==> src/rtl/booth_r4_mult_pipe_pkg.sv <==
// Shared constants and Booth digit decode for the
// pipelined radix-4 fixed-point multiplier.
package iir_mult_pkg;

  localparam logic [1:0] RND_TRUNC     = 2'b00;
  localparam logic [1:0] RND_HALF_UP   = 2'b01;
  localparam logic [1:0] RND_HALF_EVEN = 2'b10;

  typedef struct packed {
    logic zero;
    logic neg;
    logic x2;
  } booth_sel_t;

  function automatic booth_sel_t booth_r4_digit(
    input logic [2:0] grp
  );
    booth_sel_t sel;
    sel.zero = (grp == 3'b000) || (grp == 3'b111);
    sel.neg  = grp[2];
    sel.x2   = (grp == 3'b011) || (grp == 3'b100);
    return sel;
  endfunction

endpackage

==> src/rtl/booth_r4_mult_pipe_if.sv <==
// Operand/result handshake bundle for the
// pipelined Booth multiplier.
interface booth_r4_mult_pipe_if #(
  parameter int W = 24
) ();
  logic [W-1:0] a;
  logic [W-1:0] b;
  logic [1:0]   rnd_mode;
  logic         valid_in;
  logic         ready_in;
  logic [W-1:0] p;
  logic         sat;
  logic         valid_out;
  logic         ready_out;

  modport master (
    output a, b, rnd_mode, valid_in, ready_out,
    input  ready_in, p, sat, valid_out
  );

  modport slave (
    input  a, b, rnd_mode, valid_in, ready_out,
    output ready_in, p, sat, valid_out
  );
endinterface

==> src/rtl/booth_r4_mult_pipe_pp_gen.sv <==
// One radix-4 Booth partial product, unshifted,
// sign-extended to twice the operand width.
module booth_r4_pp_gen
  import iir_mult_pkg::*;
#(
  parameter int W = 24
) (
  input  logic [W-1:0]          b_i,
  input  logic [2:0]            grp_i,
  output logic signed [2*W-1:0] pp_o
);

  booth_sel_t            sel;
  logic signed [2*W-1:0] bx;
  logic signed [2*W-1:0] mag;

  always_comb begin
    sel  = booth_r4_digit(grp_i);
    bx   = {{W{b_i[W-1]}}, b_i};
    mag  = sel.x2 ? (bx <<< 1) : bx;
    pp_o = sel.zero ? '0 : (sel.neg ? -mag : mag);
  end

endmodule

==> src/rtl/booth_r4_mult_pipe.sv <==
// Fully pipelined radix-4 Booth signed fixed-point
// multiplier with rounding, saturation and backpressure.
module booth_r4_mult_pipe
  import iir_mult_pkg::*;
#(
  parameter int W            = 24,
  parameter int FRAC         = 22,
  parameter int PP_PER_STAGE = 1
) (
  input logic                 clk,
  input logic                 rst_n,
  booth_r4_mult_pipe_if.slave bus
);

  localparam int NPP = W / 2;
  localparam int NS  = (NPP + PP_PER_STAGE - 1) / PP_PER_STAGE;
  localparam int W2  = 2 * W;

  localparam logic signed [W2:0] MAXV =
    $signed({{(W+2){1'b0}}, {(W-1){1'b1}}});
  localparam logic signed [W2:0] MINV =
    $signed({{(W+2){1'b1}}, {(W-1){1'b0}}});
  localparam logic [FRAC-1:0] HALF =
    FRAC'(1) << (FRAC-1);

  logic [W-1:0]           a_q   [NS];
  logic [W-1:0]           b_q   [NS];
  logic [1:0]             m_q   [NS+1];
  logic                   v_q   [NS+1];
  logic signed [W2-1:0]   acc_q [NS+1];
  logic signed [W2-1:0]   acc_d [NS];
  logic signed [W2-1:0]   pp    [NPP];

  logic [W-1:0]           p_q;
  logic [W-1:0]           p_d;
  logic                   sat_q;
  logic                   sat_d;
  logic                   vo_q;
  logic                   en;

  logic signed [W2:0]     pf;
  logic signed [W2:0]     r_full;
  logic signed [W2:0]     rd;
  logic [FRAC-1:0]        rem;
  logic                   up;

  assign en            = !vo_q || bus.ready_out;
  assign bus.ready_in  = en;
  assign bus.p         = p_q;
  assign bus.sat       = sat_q;
  assign bus.valid_out = vo_q;

  // Group j reads the a/b copy travelling with the stage that sums it
  for (genvar j = 0; j < NPP; j++) begin : g_pp
    localparam int S = j / PP_PER_STAGE;
    logic [2:0] grp;
    if (j == 0) begin : g_lo
      assign grp = {a_q[S][1:0], 1'b0};
    end else begin : g_hi
      assign grp = a_q[S][2*j+1:2*j-1];
    end
    booth_r4_pp_gen #(
      .W(W)
    ) u_pp (
      .b_i  (b_q[S]),
      .grp_i(grp),
      .pp_o (pp[j])
    );
  end

  always_comb begin
    for (int s = 0; s < NS; s++) begin
      acc_d[s] = acc_q[s];
      for (int j = s * PP_PER_STAGE;
           j < NPP && j < (s + 1) * PP_PER_STAGE;
           j++) begin
        acc_d[s] = acc_d[s] + (pp[j] <<< (2 * j));
      end
    end
  end

  // One extra bit of headroom keeps the rounding increment exact
  always_comb begin
    pf     = {acc_q[NS][W2-1], acc_q[NS]};
    r_full = pf >>> FRAC;
    rem    = acc_q[NS][FRAC-1:0];
    unique case (m_q[NS])
      RND_HALF_UP:     up = (rem >= HALF);
      RND_HALF_EVEN:   up = (rem > HALF) ||
                            ((rem == HALF) && r_full[0]);
      RND_TRUNC, 2'b11: up = 1'b0;
    endcase
    rd = r_full + (W2+1)'(up);
    if (rd > MAXV) begin
      p_d   = MAXV[W-1:0];
      sat_d = 1'b1;
    end else if (rd < MINV) begin
      p_d   = MINV[W-1:0];
      sat_d = 1'b1;
    end else begin
      p_d   = rd[W-1:0];
      sat_d = 1'b0;
    end
  end

  always_ff @(posedge clk or negedge rst_n) begin
    if (!rst_n) begin
      for (int s = 0; s < NS; s++) begin
        a_q[s] <= '0;
        b_q[s] <= '0;
      end
      for (int s = 0; s <= NS; s++) begin
        m_q[s]   <= '0;
        v_q[s]   <= 1'b0;
        acc_q[s] <= '0;
      end
      p_q   <= '0;
      sat_q <= 1'b0;
      vo_q  <= 1'b0;
    end else if (en) begin
      a_q[0]   <= bus.a;
      b_q[0]   <= bus.b;
      m_q[0]   <= bus.rnd_mode;
      v_q[0]   <= bus.valid_in;
      acc_q[0] <= '0;
      for (int s = 0; s < NS - 1; s++) begin
        a_q[s+1] <= a_q[s];
        b_q[s+1] <= b_q[s];
      end
      for (int s = 0; s < NS; s++) begin
        m_q[s+1]   <= m_q[s];
        v_q[s+1]   <= v_q[s];
        acc_q[s+1] <= acc_d[s];
      end
      p_q   <= p_d;
      sat_q <= sat_d;
      vo_q  <= v_q[NS];
    end
  end

endmodule

==> src/flat_wrapper.sv <==
// flat-port wrapper written by rule: the top's interface ports become plain ports
module booth_r4_mult_pipe_flat import iir_mult_pkg::*;
#(
  parameter int W            = 24,
  parameter int FRAC         = 22,
  parameter int PP_PER_STAGE = 1
)
  (clk, rst_n, bus_a, bus_b, bus_rnd_mode, bus_valid_in, bus_ready_out, bus_ready_in, bus_p, bus_sat, bus_valid_out);
  booth_r4_mult_pipe_if #(.W(W)) bus_i ();
  input logic clk;
  input logic rst_n;
  input wire logic [$bits(bus_i.a)-1:0] bus_a;
  input wire logic [$bits(bus_i.b)-1:0] bus_b;
  input wire logic [$bits(bus_i.rnd_mode)-1:0] bus_rnd_mode;
  input wire logic [$bits(bus_i.valid_in)-1:0] bus_valid_in;
  input wire logic [$bits(bus_i.ready_out)-1:0] bus_ready_out;
  output wire logic [$bits(bus_i.ready_in)-1:0] bus_ready_in;
  output wire logic [$bits(bus_i.p)-1:0] bus_p;
  output wire logic [$bits(bus_i.sat)-1:0] bus_sat;
  output wire logic [$bits(bus_i.valid_out)-1:0] bus_valid_out;
  assign bus_i.a = bus_a;
  assign bus_i.b = bus_b;
  assign bus_i.rnd_mode = bus_rnd_mode;
  assign bus_i.valid_in = bus_valid_in;
  assign bus_i.ready_out = bus_ready_out;
  assign bus_ready_in = bus_i.ready_in;
  assign bus_p = bus_i.p;
  assign bus_sat = bus_i.sat;
  assign bus_valid_out = bus_i.valid_out;
  booth_r4_mult_pipe #(.W(W), .FRAC(FRAC), .PP_PER_STAGE(PP_PER_STAGE)) u_core (.clk(clk), .rst_n(rst_n), .bus(bus_i));
endmodule
==> config.mk <==
export PLATFORM = sky130hd
export DESIGN_NAME = booth_r4_mult_pipe_flat
export DESIGN_NICKNAME = d
export VERILOG_FILES = /design/src/rtl/booth_r4_mult_pipe_pkg.sv /design/src/rtl/booth_r4_mult_pipe_if.sv /design/src/rtl/booth_r4_mult_pipe_pp_gen.sv /design/src/rtl/booth_r4_mult_pipe.sv /design/src/flat_wrapper.sv
export SDC_FILE = /design/constraint.sdc
export NUM_CORES = 2
export LEC_CHECK = 0
export CAP_MARGIN = 20
export CORE_MARGIN = 2
export CORE_UTILIZATION = 45
export CTS_BUF_LIST = sky130_fd_sc_hd__clkbuf_4 sky130_fd_sc_hd__clkbuf_8
export DETAILED_ROUTE_END_ITERATION = 16
export PLACE_DENSITY = 0.72
export SYNTH_ARGS = -nofsm -noshare
export SYNTH_HDL_FRONTEND = slang
export SYNTH_HIERARCHICAL = 1
export SYNTH_SLANG_ARGS = --single-unit
==> constraint.sdc <==
create_clock -name clk -period 5.6 [get_ports clk]
set_input_delay 1.12 -clock clk [delete_from_list [all_inputs] [get_ports clk]]
set_output_delay 1.12 -clock clk [all_outputs]
set_load 0.02 [all_outputs]
# [Word-level counts from Yosys, hierarchy flattened]
# Index checks and enable logic that the tools add are counted.
[word_totals] ff_bits=1217 latchBits=0 ramBits=0 mem_bits_ro=0 in_bits=54 out_inout_bits=27 wordCells=212 memories=0
[op_classes] n_addsub=24 mul=0 n_div=0 n_lt_le_gt_ge=4 eq_ne=38 n_shift=0 muxes=41 bitwise=0 n_reduce_logical=40
[ops] cell="$add A48 B48 Y48" n=11
[ops] cell="$mux W24" n=14
[ops] cell="$mux W48" n=2
[ops] cell="$mux W46" n=2
[ops] cell="$mux W44" n=2
[ops] cell="$mux W42" n=2
[ops] cell="$mux W40" n=2
[ops] cell="$mux W38" n=2
[ops] cell="$mux W36" n=2
[ops] cell="$mux W34" n=2
[ops] cell="$eq A3 B3 Y1 const B" n=22
[ops] cell="$mux W32" n=2
[ops] cell="$mux W30" n=2
[ops] cell="$mux W28" n=2
[ops] cell="$mux W26" n=2
[ops] cell="$gt A49 B24 Y1 const B" n=1
[ops] cell="$lt A49 B24 Y1 const B" n=1
[ops] cell="$neg A48 Y48" n=1
[ops] cell="$neg A46 Y46" n=1
[ops] cell="$neg A44 Y44" n=1
[ops] cell="$neg A42 Y42" n=1
[ops] cell="$neg A40 Y40" n=1
[ops] cell="$neg A38 Y38" n=1
[ops] cell="$logic_not A3 Y1" n=12
[ops] cell="other kinds (20)" n=56

# [Logic depth before layout (Yosys ltp)]
[depth] depth_word=8 depth_mapped=27 mapped_depth_nobuf=23

# [Cells and area by module]
# The synthesis kept the hierarchy.
[by_module_without_submodules] module="booth_r4_mult_pipe" instances=1 cells_per_inst=6929 area_each_um2=59281.9 seq_area_each_um2=27426.3
[by_module_without_submodules] module="booth_r4_pp_gen" instances=12 cells_per_inst=298 area_each_um2=1756.7 seq_area_each_um2=0.0

# [Worst setup path after synthesis]
# No wires, ideal clock.
[synth_timing] path_type="register to register" from="register u_core/a_q[110] in the netlist's numbering" to="register u_core/acc_q[237] in the netlist's numbering" setup_ns=0.133 t_arrival_ns=5.840 required_time_ns=5.467 setup_slack_ns=-0.373 path_stages_with_launch=27 path_buffers=3 synth_period_minus_slack_ns=5.973 path_cell_list="dfrtp_1 > buf_6 > or3b_1 > buf_2 > nand2_1 > buf_2 > mux2i_1 > ha_1 > nor3b_1 > and4_1 > a31oi_2 > nor3b_1 > mux2_2 > a221oi_1 > nand3_1 > ha_1 > a21o_1 > a311oi_1 > nor2_1 > o211a_1 > a211oi_1 > a311oi_1 > a2111oi_0 > o21bai_1 > a21oi_1 > xor2_1 > o21ai_0"
[synth_lines] item="start, declared" line_no="booth_r4_mult_pipe.sv:26" source="logic [W-1:0] a_q [NS];"
[synth_lines] item="start signal, assigned by index" line_no="booth_r4_mult_pipe.sv:127" source="a_q[s+1] <= a_q[s];"
[synth_lines] item="end signal, assigned by index" line_no="booth_r4_mult_pipe.sv:133" source="acc_q[s+1] <= acc_d[s];"
[synth_lines] item="end, declared" line_no="booth_r4_mult_pipe.sv:30" source="logic signed [W2-1:0] acc_q [NS+1];"

==> impl_metrics.csv <==
group,metric,value,unit
outcome,outcome,"finished clean",
die,io_pins,81,
global_routing,grt_pass1_vias,71528,
worst_setup_path,critical_path.cell_chain,"or3b_1 > nand2_1 > mux2i_1 > ha_2 > nor3b_2 > and4_1 > a31oi_4 > or2_2 > nor3_1 > a21oi_1 > o22ai_1 > ha_1 > nand2_1 > o21ai_0 > a221oi_1 > o21ai_0 > a41o_1 > or4_1 > a31o_2 > xnor2_1 > o21ai_1",
logic_synthesis,synth_nets,10827,
job,max_cap_viol_count,0,
clock_tree,clk_path_buf_depth,3,
logic_synthesis,yosys_warnings,6,
die,num_rows,154,
placed_design,post-dp-hpwl,181200,um
routing,via_per_inst,5.821,
worst_setup_path,cp_data_arrival_time,6270,ps
sta,max_freq,183.1,MHz
sta,setup_viol,0,
routing,wl,247400,um
worst_setup_path,crit_fanout,6,
sta,fin_crit,5462,ps
worst_setup_path,slowest_delay,420,ps
die,core,0.1759,mm^2
global_routing,grt_max_degree,176,
sta,maxSlewHeadroom,27.53,%
clock_tree,numCtsBuffers,193,
worst_setup_path,worstReg2RegStart,"u_core/a_q[154]",
placed_design,place.gp.congestion,0.9315,
worst_setup_path,cp_top_family,"simple AND/OR/NAND/NOR gates",
cells_and_area,drive_gt1_share,9.540,%
sta,hold_viol,0,
worst_setup_path,r2r-end,"u_core/acc_q[334]",
global_routing,grt_util_all_layers,26.90,%
worst_hold_path,hold_class,"in2async",
logic_synthesis,syn_area,0.07958,mm^2
worst_setup_path,critPathBufInv,0,
worst_setup_path,critPathRequiredTime,6410,ps
sta,tightest_slew,1087,ps
routing,wl_met3,12750,um
clock_tree,worst_skew_pair.late_latency,980,ps
cells_and_area,num-fill-cells,17098,
clock_tree,clk_pin_slew,60,ps
die,die_x,424.5,um
worst_setup_path,crit_type,"reg2reg",
placed_design,numPortBuffers,80,
sta,period_share,97.53,%
sta,drv_slew,0,
global_routing,grt_pass1_wl,395300,um
clock_tree,h-tree-depth,4,
worst_setup_path,cp_slowest_cell,"or3b_1",
sta,fin_tns_setup,0,ps
global_routing,overflow,0,
clock_tree,cts_tree,"done",
routing,drt-met1-wl,105900,um
clock_tree,clock-sinks,1096,
routing,antenna_left,0,
global_routing,antenna_found_initial,7,
worst_setup_path,critPathCaptureType,"register",
logic_synthesis,synth.avg_cell_area,7.679,um^2
cells_and_area,area_delta_synth_final,10.84,%
die,initial_core_util,45.23,%
clock_tree,ctsRootBufferMaster,"clkbuf_8",
cells_and_area,final_net_count,10714,
routing,drt-initial-drc-count,6200,
routing,wl_met2,116500,um
routing,vias,74242,
routing,first_pass_iters,6,
logic_synthesis,netlist_instances,10363,
routing,drcViolationCount,0,
routing,wl_per_cell,19.40,um
die,die_y,424.5,um
worst_setup_path,r2r_cells,21,
worst_setup_path,rrSetupSlack,140,ps
sta,clock_skew,42.29,ps
die,die-area,0.1802,mm^2
worst_setup_path,critPathLaunchType,"register",
routing,top_layer_used,"met4",
-- layout make-up --
class | count | area, um^2 | area share [%]
Inverter | 161 | 611.8 | 0.6936
Antenna cell | 5 | 12.51 | 0.01418
Clock inverter | 63 | 726.9 | 0.8241
Multi-Input combinational cell | 8377 | 49220 | 55.80
Sequential cell | 1096 | 27430 | 31.09
Tap cell | 2340 | 2928 | 3.319
Timing Repair Buffer | 421 | 3570 | 4.047
Clock buffer | 291 | 3711 | 4.207
-- per-stage QoR --
stage          worst slack, ps  hold slack [ps]  utilization (%)  cell area [um^2]  instances
5_1_grt                 -24.84            241.0            50.14             88210      12754
2_1_floorplan           -26.73            430.0                -             79710      10363
3_3_place_gp            -29.45            441.2            47.13             82910      12370
4_1_cts                  22.65            207.6            49.66             87360      12724
3_5_place_dp            -57.61            447.4            47.13             82910      12370
6_report                 138.4            219.7            50.14             88210      12754
-- state kept, by name (all words and copies together), names as in the netlist --
register and flops:
u_core/acc_q 576, u_core/b_q 288, u_core/a_q 167, u_core/m_q 26, u_core/bus.p 24, u_core/v_q 13, u_core/bus.sat 1, u_core/bus.valid_out 1
-- worst max path at each step --
| stage | start | slack [ps] | cells after the start | to |
|---|---|---|---|---|
| global route | u_core/a_q[88] | -20 | 23 | u_core/acc_q[190] |
| global placement | u_core/a_q[243] | -30 | 23 | u_core/acc_q[525] |
| floorplan | u_core/a_q[110] | -30 | 26 | u_core/acc_q[237] |
| finish | u_core/a_q[154] | 140 | 21 | u_core/acc_q[334] |
| detailed placement | u_core/a_q[243] | -60 | 23 | u_core/acc_q[525] |
| CTS | u_core/a_q[154] | 20 | 21 | u_core/acc_q[335] |
-- metal layers --
metal	track usage, %	up-vias
li1	-	35688
met1	35.07	35573
met2	44.48	2361
met3	3.176	620
met4	12.66	0
met5	0	-
-- cell usage in the layout, fill, tap and decap left out, types with 226 or more instances in the layout --
cell type     n
buf_4       324
nand2_1    2732
xor2_1      322
a31oi_1     226
clkbuf_8    244
ha_1        386
nor2_1      904
xnor2_1     322
a21oi_1     778
o21ai_0     458
a21o_1      226
dfrtp_1    1096
-- worst reg2reg max path: cells and delay by family, from the launching register on --
kind / cells / cell delay [ps]
simple gates: 8 / 2370
mux: 1 / 210
compound gates: 9 / 1650
flops: 1 / 380
fa+ha+maj: 2 / 530
xor+xnor: 1 / 160
-- what timing repair did --
item,4_1_cts,5_1_grt
resized for setup,2,144
cloned,0,0
setup endpoints to repair,2,94
hold buffers,0,0
setup buffers,0,24
pin swaps,0,48
Power is not shown: default switching activity piles up to over one toggle a cycle in this logic, so the estimate is an artifact.
